File: src/rtl/lut_interp_sched.sv
// rtl/lut_interp_sched.sv - round-robin scheduler sharing one interpolating activation LUT
module lut_interp_sched #(
    parameter int N_REQ = 4,
    parameter int ID_W  = 2
) (
    input  logic               clk,
    input  logic               rst,
    input  logic [N_REQ-1:0]   req_valid,
    input  logic [8*N_REQ-1:0] req_data,
    output logic [N_REQ-1:0]   req_ready,
    output logic [3:0]         lut_address,
    input  logic [7:0]         lut_base,
    input  logic [7:0]         lut_next,
    output logic               rsp_valid,
    output logic [ID_W-1:0]    rsp_id,
    output logic [7:0]         rsp_data,
    input  logic               rsp_ready
);

    typedef enum logic [1:0] {
        S_IDLE,
        S_LOOKUP,
        S_CALC,
        S_RESP
    } state_t;

    state_t           state_q, state_d;
    logic [ID_W-1:0]  rr_ptr_q, rr_ptr_d;
    logic [3:0]       frac_q, frac_d;
    logic [ID_W-1:0]  id_q, id_d;
    logic [3:0]       addr_q, addr_d;
    logic [7:0]       base_q, base_d;
    logic [7:0]       next_q, next_d;
    logic             rsp_valid_q, rsp_valid_d;
    logic [ID_W-1:0]  rsp_id_q, rsp_id_d;
    logic [7:0]       rsp_data_q, rsp_data_d;

    logic [N_REQ-1:0] req_rot;
    logic             win_found;
    logic [ID_W:0]    win_sum;
    logic [ID_W-1:0]  win_id;
    logic [7:0]       x_sel;
    logic             grant;

    logic signed [8:0]  diff;
    logic signed [13:0] prod;
    logic signed [13:0] delta;
    logic signed [13:0] sum;
    logic [7:0]         sat;

    // Rotate so that bit 0 is the requester at rr_ptr; the first set bit wins.
    assign req_rot = N_REQ'({req_valid, req_valid} >> rr_ptr_q);

    always_comb begin
        win_found = 1'b0;
        win_sum   = '0;
        for (int k = 0; k < N_REQ; k++) begin
            if (!win_found && req_rot[k]) begin
                win_found = 1'b1;
                win_sum   = {1'b0, rr_ptr_q} + (ID_W+1)'(k);
            end
        end
        if (win_sum >= (ID_W+1)'(N_REQ)) begin
            win_sum = win_sum - (ID_W+1)'(N_REQ);
        end
        win_id = win_sum[ID_W-1:0];
    end

    always_comb begin
        x_sel = '0;
        for (int k = 0; k < N_REQ; k++) begin
            if (win_id == ID_W'(k)) begin
                x_sel = req_data[8*k +: 8];
            end
        end
    end

    // Grant is masked by reset so req_ready drops the instant reset asserts.
    assign grant     = rst && (state_q == S_IDLE) && win_found;
    assign req_ready = grant ? (N_REQ'(1) << win_id) : '0;

    always_comb begin
        diff  = $signed({next_q[7], next_q}) - $signed({base_q[7], base_q});
        prod  = $signed({{5{diff[8]}}, diff}) * $signed({10'b0, frac_q});
        delta = prod >>> 4;
        sum   = $signed({{6{base_q[7]}}, base_q}) + delta;
        if (sum > 14'sd127) begin
            sat = 8'h7f;
        end else if (sum < -14'sd128) begin
            sat = 8'h80;
        end else begin
            sat = sum[7:0];
        end
    end

    always_comb begin
        state_d     = state_q;
        rr_ptr_d    = rr_ptr_q;
        frac_d      = frac_q;
        id_d        = id_q;
        addr_d      = addr_q;
        base_d      = base_q;
        next_d      = next_q;
        rsp_valid_d = rsp_valid_q;
        rsp_id_d    = rsp_id_q;
        rsp_data_d  = rsp_data_q;
        case (state_q)
            S_IDLE: begin
                if (grant) begin
                    frac_d   = x_sel[3:0];
                    addr_d   = x_sel[7:4];
                    id_d     = win_id;
                    rr_ptr_d = (win_id == ID_W'(N_REQ-1)) ? '0 : win_id + 1'b1;
                    state_d  = S_LOOKUP;
                end
            end
            S_LOOKUP: begin
                base_d  = lut_base;
                next_d  = lut_next;
                state_d = S_CALC;
            end
            S_CALC: begin
                rsp_data_d  = sat;
                rsp_id_d    = id_q;
                rsp_valid_d = 1'b1;
                state_d     = S_RESP;
            end
            S_RESP: begin
                if (rsp_ready) begin
                    rsp_valid_d = 1'b0;
                    state_d     = S_IDLE;
                end
            end
            default: state_d = S_IDLE;
        endcase
    end

    always_ff @(posedge clk or negedge rst) begin
        if (!rst) begin
            state_q     <= S_IDLE;
            rr_ptr_q    <= '0;
            frac_q      <= '0;
            id_q        <= '0;
            addr_q      <= '0;
            base_q      <= '0;
            next_q      <= '0;
            rsp_valid_q <= 1'b0;
            rsp_id_q    <= '0;
            rsp_data_q  <= '0;
        end else begin
            state_q     <= state_d;
            rr_ptr_q    <= rr_ptr_d;
            frac_q      <= frac_d;
            id_q        <= id_d;
            addr_q      <= addr_d;
            base_q      <= base_d;
            next_q      <= next_d;
            rsp_valid_q <= rsp_valid_d;
            rsp_id_q    <= rsp_id_d;
            rsp_data_q  <= rsp_data_d;
        end
    end

    assign lut_address = addr_q;
    assign rsp_valid   = rsp_valid_q;
    assign rsp_id      = rsp_id_q;
    assign rsp_data    = rsp_data_q;

endmodule

File: config.mk
export PLATFORM = sky130hd
export DESIGN_NAME = lut_interp_sched
export DESIGN_NICKNAME = d
export VERILOG_FILES = /design/src/rtl/lut_interp_sched.sv
export SDC_FILE = /design/constraint.sdc
export NUM_CORES = 1
export LEC_CHECK = 0
export ABC_AREA = 1
export CAP_MARGIN = 20
export CORE_MARGIN = 4
export CORE_UTILIZATION = 50
export DETAILED_ROUTE_END_ITERATION = 10
export PLACE_DENSITY = 0.79
export SYNTH_ARGS = -nofsm -noshare
export SYNTH_HDL_FRONTEND = slang
export SYNTH_SLANG_ARGS = --single-unit
File: constraint.sdc
create_clock -name clk -period 5.83 [get_ports clk]
set_clock_uncertainty 0.1 [all_clocks]
set_input_delay 1.4575 -clock clk [delete_from_list [all_inputs] [get_ports clk]]
set_output_delay 1.4575 -clock clk [all_outputs]
set_load 0.02 [all_outputs]
==> flow_summary.yaml <==
synth:
  avgSynthCellArea_um2: 7.07
  ys_types: 36
  synthesis.area_um2: 4470
  syn_inst: 633
  synthTopCellsByCount: "nand2_1, inv_1, nor2_1, ha_1, dfrtp_1"
  synth_most_common_cell: "nand2_1"
  ys_top_cells_by_area: "dfrtp_1, nand2_1, ha_1, fa_1, inv_1"
  synth_top_area_share_pct: 22.9
  seq_area_frac_synth_pct: 22.9
  ys.flop_type: "dfrtp_1"
  synth_nets: 760
  synth_edf_count: 0
  yosysTopAreaCell: "dfrtp_1"
  synth-seq-cells: 41
  synth_warnings: 0
  synthArstFlopShare_pct: 100
sta:
  fin_hold_ws_ns: 0.383
  post-route-min-period_ns: 5.73
  max_slew_margin_pct: 44.4
  fmax_mhz: 174
  rsz0062_at_grt: "true"
  setup_violations: 0
  final_hold_viol_count: 0
  period_share_pct: 98.4
  final_max_slew_viol_count: 0
  tightest_slew_ns: 0.834
global_routing:
  grt_util_all_layers_pct: 20.7
  grt_pass1_vias: 4305
  grt_pass1_wl_um: 18000
  grt_antenna_before_repair: 0
  grt_max_degree: 42
  grt_overflow_total: 0
clock_network:
  clockRootBuffer: "clkbuf_8"
  cts.sinks: 41
  clock_latency_ns: 0.30
  cts_buffers: 5
  htreeDepth: 2
  clockBufferDepth: 2
  clk_pin_slew_ns: 0.09
  cts_tree: "yes"
final_layout:
  drive_gt1_share_pct: 17.2
  insertedDiodeCount: 0
  regArea_um2: 1030
  nFillCells: 702
  areaGrowthSynthToFinish_pct: 31.0
  finish.net_count: 852
  multiInputGateArea_um2: 3280
setup_path:
  cp_top_family: "adder cells"
  worst_path_max_delay_cell: "fa_2"
  cp_max_fo: 7
  crit_top_cell: "nand2_1"
  critPathMaxStageDelay_ns: 0.60
  crit_arrival_ns: 5.84
  worstPathRequired_ns: 5.93
  end_kind: "flip-flop"
  crit_start: "base_q[0]"
  reg2reg_from: "base_q[0]"
  timing.critical_path.buf_inv: 4
  critPathLaunchType: "flip-flop"
  crit_type: "reg -> reg"
drt:
  routed_wl_um: 11100
  ant_nets: 0
  drt_first_pass_iters: 4
  vias_per_cell: 5.18
  wl_per_cell_um: 13.4
  route.top_layer_used: "met4"
  drt-initial-drc-count: 157
  met1_length_um: 4770
  met3WireLength_um: 634
  vias: 4322
  wl_met2_um: 5610
  drc: 0
flow_run:
  maxCapViolations: 0
die:
  rows: 34
  start_util_pct: 51.3
  dieArea_um2: 10500
  fp.dieW_um: 103
  die_h_um: 103
  ioPinCount: 74
  core_area_um2: 8720
status:
  outcome: "finished clean"
hold_path:
  min_from: "rsp_id[1]"
  hold_path.class: "reg -> reg"
placed_design:
  portBuffers: 73
  place_congestion: 0.917
  hpwl_um: 8710
layout by cell type (no fill, tap or decap), drive strengths merged, types with 4 or more instances in the layout:
master,instances
or2,4
nor3,7
fa,20
clkbuf,5
xor2,16
nand4,5
a21oi,36
nand3,23
dfrtp,41
clkdlybuf4s50,72
nand2,181
mux2,7
ha,52
nor2,59
o21ai,43
inv,111
buf,23
xnor2,5
timing repair:
action / 4_1_cts / 5_1_grt
gates resized for setup: 13 / 61
setup endpoints to repair: 7 / 9
pin swaps: 6 / 34
hold buffers: 0 / 0
setup buffers: 5 / 6
cells by family after synthesis:
kind of cell	share of synthesized area (%)
AO/OA/AOI/OAI	11.6
XOR/XNOR	4.11
adder cells (fa/ha/maj)	23.5
buffers and inverters	10.7
flip-flops	22.9
multiplexers	1.76
AND/OR/NAND/NOR	25.4
cell type report:
| type | instances | area share (%) |
|---|---|---|
| repair buffers | 95 | 15.4 |
| flip-flops and latches | 41 | 17.5 |
| inverters | 112 | 7.17 |
| multi-input cells | 470 | 56.0 |
| clock inverters | 3 | 0.363 |
| clock buffers | 5 | 1.17 |
| well taps | 108 | 2.31 |
worst min-delay path, cell delays in order, from the launching register on:
cell     delay [ns]
dfrtp_1        0.35
nand2_1        0.05
nand2_1        0.05
flip-flops by register name (all words and copies together), names as in the netlist:
name	count
state_q	2
frac_q	4
lut_address	4
rsp_data	8
rr_ptr_q	2
id_q	2
rsp_id	2
rsp_valid	1
next_q	8
base_q	8
metal layers:
metal / vias up / GRT usage [%]
li1: 2164 / -
met1: 2050 / 25.2
met2: 95 / 38.2
met3: 13 / 4.40
met4: 0 / 3.23
met5: - / 0
final timing paths:
kind	end	slack [ns]	cells after the start
worst max-delay path	rsp_data[2]	0.1	26
worst min-delay path	rsp_id[1]	0.38	2
worst max register to register	rsp_data[2]	0.1	26
worst min register to register	rsp_id[1]	0.38	2
max in group asynchronous	base_q[7]	4.10	2
min in group asynchronous	state_q[1]	1.13	2
through the flow:
stage                     cells  setup TNS, ns  area [um2]  util (%)  worst slack, ns
after floorplan             633              0        4470         -            0.304
after global routing        834          -1.47        5860      67.2           -0.212
after CTS                   828              0        5550      63.6         0.000378
final                       834              0        5860      67.2           0.0957
after global placement      815         -0.973        5360      61.5           -0.140
after detailed placement    815          -2.18        5360      61.5           -0.322
Power is not shown: default switching activity piles up to over one toggle a cycle in this logic, so the estimate is an artifact.
